File: config.mk
export PLATFORM = sky130hd
export DESIGN_NAME = midi_note_sequencer
export DESIGN_NICKNAME = d
export VERILOG_FILES = /design/src/rtl/midi_pkg.sv /design/src/rtl/note_stack.sv /design/src/rtl/midi_note_sequencer.sv
export SDC_FILE = /design/constraint.sdc
export NUM_CORES = 1
export LEC_CHECK = 0
export ABC_AREA = 1
export CAP_MARGIN = 40
export CORE_MARGIN = 2
export CORE_UTILIZATION = 66
export CTS_CLUSTER_DIAMETER = 30
export CTS_CLUSTER_SIZE = 16
export DETAILED_ROUTE_END_ITERATION = 10
export PLACE_DENSITY_LB_ADDON = 0.25
export SLEW_MARGIN = 15
export SYNTH_ARGS = -nofsm -noshare
export SYNTH_HDL_FRONTEND = slang
export SYNTH_HIERARCHICAL = 1
export SYNTH_SLANG_ARGS = --single-unit
File: constraint.sdc
create_clock -name clk -period 6.2 [get_ports clk]
set_clock_uncertainty 0.15 [all_clocks]
set_input_delay 1.24 -clock clk [delete_from_list [all_inputs] [get_ports clk]]
set_output_delay 1.24 -clock clk [all_outputs]
set_load 0.1 [all_outputs]
File: src/rtl/midi_pkg.sv
// rtl/midi_pkg.sv - shared constants and enumerations for the MIDI note sequencer
package midi_pkg;

    // Upper nibble of the channel-voice status bytes we act on
    localparam logic [3:0] ST_NOTE_OFF = 4'h8;
    localparam logic [3:0] ST_NOTE_ON  = 4'h9;
    localparam logic [3:0] ST_CC       = 4'hB;

    // Channel-mode controllers that silence everything
    localparam logic [6:0] CC_ALL_SOUND_OFF = 7'd120;
    localparam logic [6:0] CC_ALL_NOTES_OFF = 7'd123;

    // Bytes at or above this value are system realtime and never disturb parsing
    localparam logic [7:0] RT_THRESHOLD = 8'hF8;

    typedef enum logic [1:0] {
        P_IDLE     = 2'd0,
        P_WAIT_KEY = 2'd1,
        P_WAIT_VAL = 2'd2
    } parser_state_t;

    typedef enum logic [1:0] {
        CMD_ON  = 2'd0,
        CMD_OFF = 2'd1,
        CMD_CC  = 2'd2
    } cmd_t;

endpackage

File: src/rtl/note_stack.sv
// rtl/note_stack.sv - last-note-priority key stack with single-cycle push/remove/evict/clear
module note_stack #(
    parameter int STACK_DEPTH = 8
) (
    input  logic       clk,
    input  logic       rst,
    input  logic       push,
    input  logic       remove,
    input  logic       clear,
    input  logic [6:0] key,
    output logic [6:0] top,
    output logic [4:0] count,
    output logic       full,
    output logic       hit
);

    // Entry 0 is the oldest key; entry count-1 is the most recent (the top)
    logic [6:0]             entries   [STACK_DEPTH];
    logic [6:0]             entries_n [STACK_DEPTH];
    logic [4:0]             count_n;
    logic [STACK_DEPTH-1:0] match;
    logic [4:0]             hit_idx;
    logic                   drop;
    logic [4:0]             drop_idx;
    logic [4:0]             kept;

    // Compare the incoming key against every live entry at once
    always_comb begin
        match   = '0;
        hit_idx = '0;
        for (int j = 0; j < STACK_DEPTH; j++) begin
            match[j] = (5'(j) < count) && (entries[j] == key);
            if (match[j]) begin
                hit_idx = 5'(j);
            end
        end
    end

    assign hit  = |match;
    assign full = (count == 5'(STACK_DEPTH));

    // Select the most recent entry; zero when empty
    always_comb begin
        top = '0;
        for (int j = 0; j < STACK_DEPTH; j++) begin
            if (5'(j) + 5'd1 == count) begin
                top = entries[j];
            end
        end
    end

    // Remove-and-compact (a held key, or the oldest one when full), then optionally append
    always_comb begin
        drop     = 1'b0;
        drop_idx = '0;
        if ((push || remove) && hit) begin
            drop     = 1'b1;
            drop_idx = hit_idx;
        end else if (push && full) begin
            drop     = 1'b1;
            drop_idx = '0;
        end
        kept = count - {4'd0, drop};

        for (int j = 0; j < STACK_DEPTH; j++) begin
            entries_n[j] = entries[j];
        end
        if (drop) begin
            for (int j = 0; j < STACK_DEPTH - 1; j++) begin
                if (5'(j) >= drop_idx) begin
                    entries_n[j] = entries[j+1];
                end
            end
        end

        count_n = count;
        if (clear) begin
            count_n = '0;
        end else if (push) begin
            for (int j = 0; j < STACK_DEPTH; j++) begin
                if (5'(j) == kept) begin
                    entries_n[j] = key;
                end
            end
            count_n = kept + 5'd1;
        end else if (remove) begin
            count_n = kept;
        end
    end

    // Stack storage and occupancy
    always_ff @(posedge clk or posedge rst) begin
        if (rst) begin
            count <= '0;
            for (int j = 0; j < STACK_DEPTH; j++) begin
                entries[j] <= '0;
            end
        end else begin
            count <= count_n;
            for (int j = 0; j < STACK_DEPTH; j++) begin
                entries[j] <= entries_n[j];
            end
        end
    end

endmodule

File: src/rtl/midi_note_sequencer.sv
// rtl/midi_note_sequencer.sv - MIDI parser, command decode and monophonic note scheduler
module midi_note_sequencer
    import midi_pkg::*;
#(
    parameter int STACK_DEPTH = 8,
    parameter int CHANNEL     = 0
) (
    input  logic       clk,
    input  logic       rst,
    input  logic [7:0] midi_data,
    input  logic       midi_valid,
    output logic [7:0] note_data,
    output logic       note_valid,
    output logic       gate,
    output logic [4:0] held_count,
    output logic       overflow
);

    parser_state_t state, state_n;
    cmd_t          cmd, cmd_n;
    logic [6:0]    key_reg, key_n;
    logic          exec;

    logic          push, remove, clear;
    logic [6:0]    top;
    logic          full, hit;

    logic          is_realtime;
    logic          chan_match;

    assign is_realtime = (midi_data >= RT_THRESHOLD);
    assign chan_match  = (midi_data[3:0] == 4'(CHANNEL));

    // Parser state, running-status command and pending key
    always_ff @(posedge clk or posedge rst) begin
        if (rst) begin
            state   <= P_IDLE;
            cmd     <= CMD_ON;
            key_reg <= '0;
        end else begin
            state   <= state_n;
            cmd     <= cmd_n;
            key_reg <= key_n;
        end
    end

    // Byte classification and parser transitions; exec marks a completed message
    always_comb begin
        state_n = state;
        cmd_n   = cmd;
        key_n   = key_reg;
        exec    = 1'b0;
        if (midi_valid) begin
            if (midi_data[7]) begin
                if (!is_realtime) begin
                    state_n = P_IDLE;
                    if (chan_match) begin
                        case (midi_data[7:4])
                            ST_NOTE_OFF: begin cmd_n = CMD_OFF; state_n = P_WAIT_KEY; end
                            ST_NOTE_ON:  begin cmd_n = CMD_ON;  state_n = P_WAIT_KEY; end
                            ST_CC:       begin cmd_n = CMD_CC;  state_n = P_WAIT_KEY; end
                            default:     state_n = P_IDLE;
                        endcase
                    end
                end
            end else begin
                case (state)
                    P_WAIT_KEY: begin
                        key_n   = midi_data[6:0];
                        state_n = P_WAIT_VAL;
                    end
                    P_WAIT_VAL: begin
                        exec    = 1'b1;
                        state_n = P_WAIT_KEY;
                    end
                    default: state_n = P_IDLE;
                endcase
            end
        end
    end

    // Translate a completed message into a stack operation
    always_comb begin
        push   = 1'b0;
        remove = 1'b0;
        clear  = 1'b0;
        if (exec) begin
            case (cmd)
                CMD_ON: begin
                    if (midi_data[6:0] != 7'd0) begin
                        push = 1'b1;
                    end else begin
                        remove = 1'b1;
                    end
                end
                CMD_OFF: remove = 1'b1;
                CMD_CC: begin
                    if (key_reg == CC_ALL_SOUND_OFF || key_reg == CC_ALL_NOTES_OFF) begin
                        clear = 1'b1;
                    end
                end
                default: ;
            endcase
        end
    end

    note_stack #(
        .STACK_DEPTH(STACK_DEPTH)
    ) u_stack (
        .clk    (clk),
        .rst    (rst),
        .push   (push),
        .remove (remove),
        .clear  (clear),
        .key    (key_reg),
        .top    (top),
        .count  (held_count),
        .full   (full),
        .hit    (hit)
    );

    // Output scheduler looks at the stack as it stood before this edge; overflow is sticky
    always_ff @(posedge clk or posedge rst) begin
        if (rst) begin
            note_data  <= '0;
            note_valid <= 1'b0;
            gate       <= 1'b0;
            overflow   <= 1'b0;
        end else begin
            if (held_count != 5'd0 && (!gate || top != note_data[6:0])) begin
                note_data  <= {1'b0, top};
                note_valid <= 1'b1;
            end else begin
                note_valid <= 1'b0;
            end
            gate <= (held_count != 5'd0);
            if (push && full && !hit) begin
                overflow <= 1'b1;
            end
        end
    end

endmodule
==> flow_summary.yaml <==
global_routing:
  grt_max_degree: 62
  antenna_found_initial: 0
  groute.layer.met3.usage_pct: 7.59
  grt_pass1_vias: 6011
  grt_overflow: 0
  use_met2_pct: 62.3
  grt_pass1_wl_mm: 29.3
  grt.busiest_layer: "met2"
  grt.total_usage_pct: 37.9
  met1_usage_pct: 46.8
timing:
  fin_setup_tns_ns: 0
  finalHoldViolCount: 0
  rsz0062_at_grt: "false"
  fmax_mhz: 199
  finalSetupViolations: 0
  finalCriticalPeriod_ns: 5.02
  relSlewSlack_pct: 39.7
  holdWs_ns: 0.347
  finalCritPeriodShare_pct: 80.9
  tightestPinTransition_ns: 0.904
  final-max-slew-violation-count: 0
final_layout:
  largest_register_ffs: 56
  nets: 929
  multi_input_area_sq_um: 3260
  fillerInstances: 672
  drive_above_1_share_pct: 9.92
  seq_area_sq_um: 2050
  diodes: 0
  areaGrowthSynthToFinish_pct: 11.8
routing:
  wire_per_inst_um: 17.6
  first_pass_iters: 7
  wl_mm: 18.0
  via_per_inst: 6.13
  detail-route-antenna-nets: 0
  vias: 6279
  route.detailed.drc: 0
  drt_iter0_drc: 611
yosys:
  synth_cell_types: 42
  synth_common_cells: "nand2_1 (308), inv_1 (115), dfrtp_1 (82)"
  synthMuxAreaShare_pct: 0.189
  synth_area_sq_um: 5960
  yosys.area_share.simple_pct: 38.2
  synthXorXnorAreaFrac_pct: 3.97
  synthFlopType: "dfrtp_1"
  syn_inst: 880
  synth_fa_ha_area_share_pct: 1.26
  synth_most_common_cell: "nand2_1"
  synthTopCellsByArea: "dfrtp_1 (34%), nand2_1 (19%), inv_1 (7.2%)"
  syn_nets: 897
  ys_warn_count: 6
  synth_top_family_by_area: "simple AND/OR/NAND/NOR gates"
  avgSynthCellArea_sq_um: 6.78
  async_flop_share_pct: 100
  synth_seq_cells: 82
  synth_top_area_cell: "dfrtp_1"
  synth_top_cell_area_share_pct: 34.4
  yosysSeqAreaShare_pct: 34.4
  synth_compound_area_share_pct: 11.0
  synth-edff-count: 0
clock_network:
  clkTransAtPathRegs_ns: 0.08
  clock-root-buffer: "clkbuf_8"
  post-cts-setup-buffer-count: 0
  cts_buffers: 9
  clockBufferDepth: 2
  hold_buffers: 0
  insertion_delay_ns: 0.36
  ctsResizeCount: 0
  cts.sink_count: 82
  htreeDepth: 3
  cts_tree: "yes"
place:
  io_buffers: 25
  dpl.hpwl_mm: 13.0
  place_congestion: 0.999
setup_path:
  cp_max_fo: 14
  cp_data_required_time_ns: 6.35
  slowest_delay_ns: 0.46
  crit_type: "in -> reg"
  r2r_cells: 20
  worst_path_max_delay_cell: "clkdlybuf4s50_1"
  cp-end-kind: "register"
  critical_path.cell_chain: "clkdlybuf4s50_1, nor3b_1, nand2_1, nor2_2, inv_2, nor3_2, nor2_1, inv_1, nand2_8, nand2_8, ha_1, ha_1, nand3_1, xor2_1, nand3_1, nor2_1, nand2_1, o211ai_1, o21ai_1, inv_1"
  cp.arrival_ns: 5.17
  start_kind: "input pin"
floorplan:
  start_util_pct: 68.4
  floorplan.die_area_sq_um: 9810
  die_y_um: 99.1
  placementRows: 34
  die_x_um: 99.1
  io_pins: 27
  core_sq_um: 8720
status:
  status: "finished clean"
power:
  power.density_nw_per_um2: 216
  p_leak_nw: 3.31
  max-vdd-ir-drop_mv: 0.175
run:
  maxCapViolCount: 0
min_path:
  holdPathStages: 2
  holdCritPathClass: "reg -> reg"
report_power, final:
group / internal [mW] / total [mW] / switching (mW) / leakage, nW
clock: 0.185 / 0.387 / 0.202 / 0.0893
sequential: 0.573 / 0.653 / 0.0806 / 0.998
combinational: 0.139 / 0.400 / 0.261 / 2.22
metrics by stage:
step	cell area, sq um	setup WS (ns)	std cells	utilization [%]	power, mW
after floorplan	5960	1.95	880	-	0.925
after global placement	6180	1.15	991	70.9	1.01
after detailed placement	6420	0.942	1007	73.7	1.04
after CTS	6610	1.30	1023	75.8	1.43
after global routing	6670	0.918	1025	76.4	1.51
final	6670	1.18	1025	76.4	1.44
final timing paths:
| path | slack (ns) | startpoint | end |
|---|---|---|---|
| setup / recovery | 1.18 | midi_data[7] | u_stack/entries[31] |
| hold / removal | 0.35 | u_stack/entries[0] | u_stack/entries[0] |
| setup reg to reg | 1.64 | key_reg[3] | u_stack/entries[31] |
| hold reg to reg | 0.35 | u_stack/entries[0] | u_stack/entries[0] |
| max in group asynchronous | 4.38 | rst | u_stack/entries[29] |
| min in group asynchronous | 1.16 | rst | overflow |
placed cells by master (no fill, tap or decap), types with 2 or more instances in the layout:
cell,count
ha_1,6
buf_16,2
clkinvlp_4,2
o22ai_1,16
nand2_8,5
nor3_2,3
o21ai_2,2
nand3_2,2
nor2_2,8
nand2_1,308
dfrtp_1,82
o211ai_1,7
nor2_4,4
nand2_2,11
clkinv_2,2
clkbuf_1,2
inv_1,114
nand4_1,14
o221ai_1,2
nor3_1,4
a221oi_1,4
xnor2_1,18
nand3_4,3
clkdlybuf4s50_1,25
nand3_1,70
nand3b_1,2
o21ai_1,19
buf_8,16
clkbuf_8,9
o21ai_0,49
nand2_4,4
nor2_1,60
a21oi_1,9
inv_2,12
xor2_1,9
routing by layer:
layer	vias up	share of wire, %
met1	2895	38
met5	-	0
met3	89	10
met4	0	5.2
met2	444	47
li1	2851	-
critical path: cells and delay by family:
family | cells | cell delay, ns
xor gates and xnor gates | 1 | 0.26
and+or+nand+nor | 11 | 2.06
buffers and inverters | 4 | 0.86
adders and majority gates | 2 | 0.40
AOI/OAI and AO/OA | 2 | 0.33
layout make-up:
type	count	area share, %
inverter	127	7.19
tap	108	2.03
timing repair buffer	44	8.30
sequential	82	30.8
clock inverter	5	0.826
clock buffer	11	1.97
multi-input combinational	648	48.9
kinds of logic (layout without fill, tap and decap cells):
logic type / count (synthesis) / in the layout
adders and majority gates: 6 / 6
DFF: 82 / 82
AOI/OAI and AO/OA: 113 / 113
xor gates and xnor gates: 27 / 27
muxes: 1 / 1
buffers and inverters: 150 / 187
and+or+nand+nor: 500 / 500
other: 1 / 1
Power figures use the tool's default switching activity.
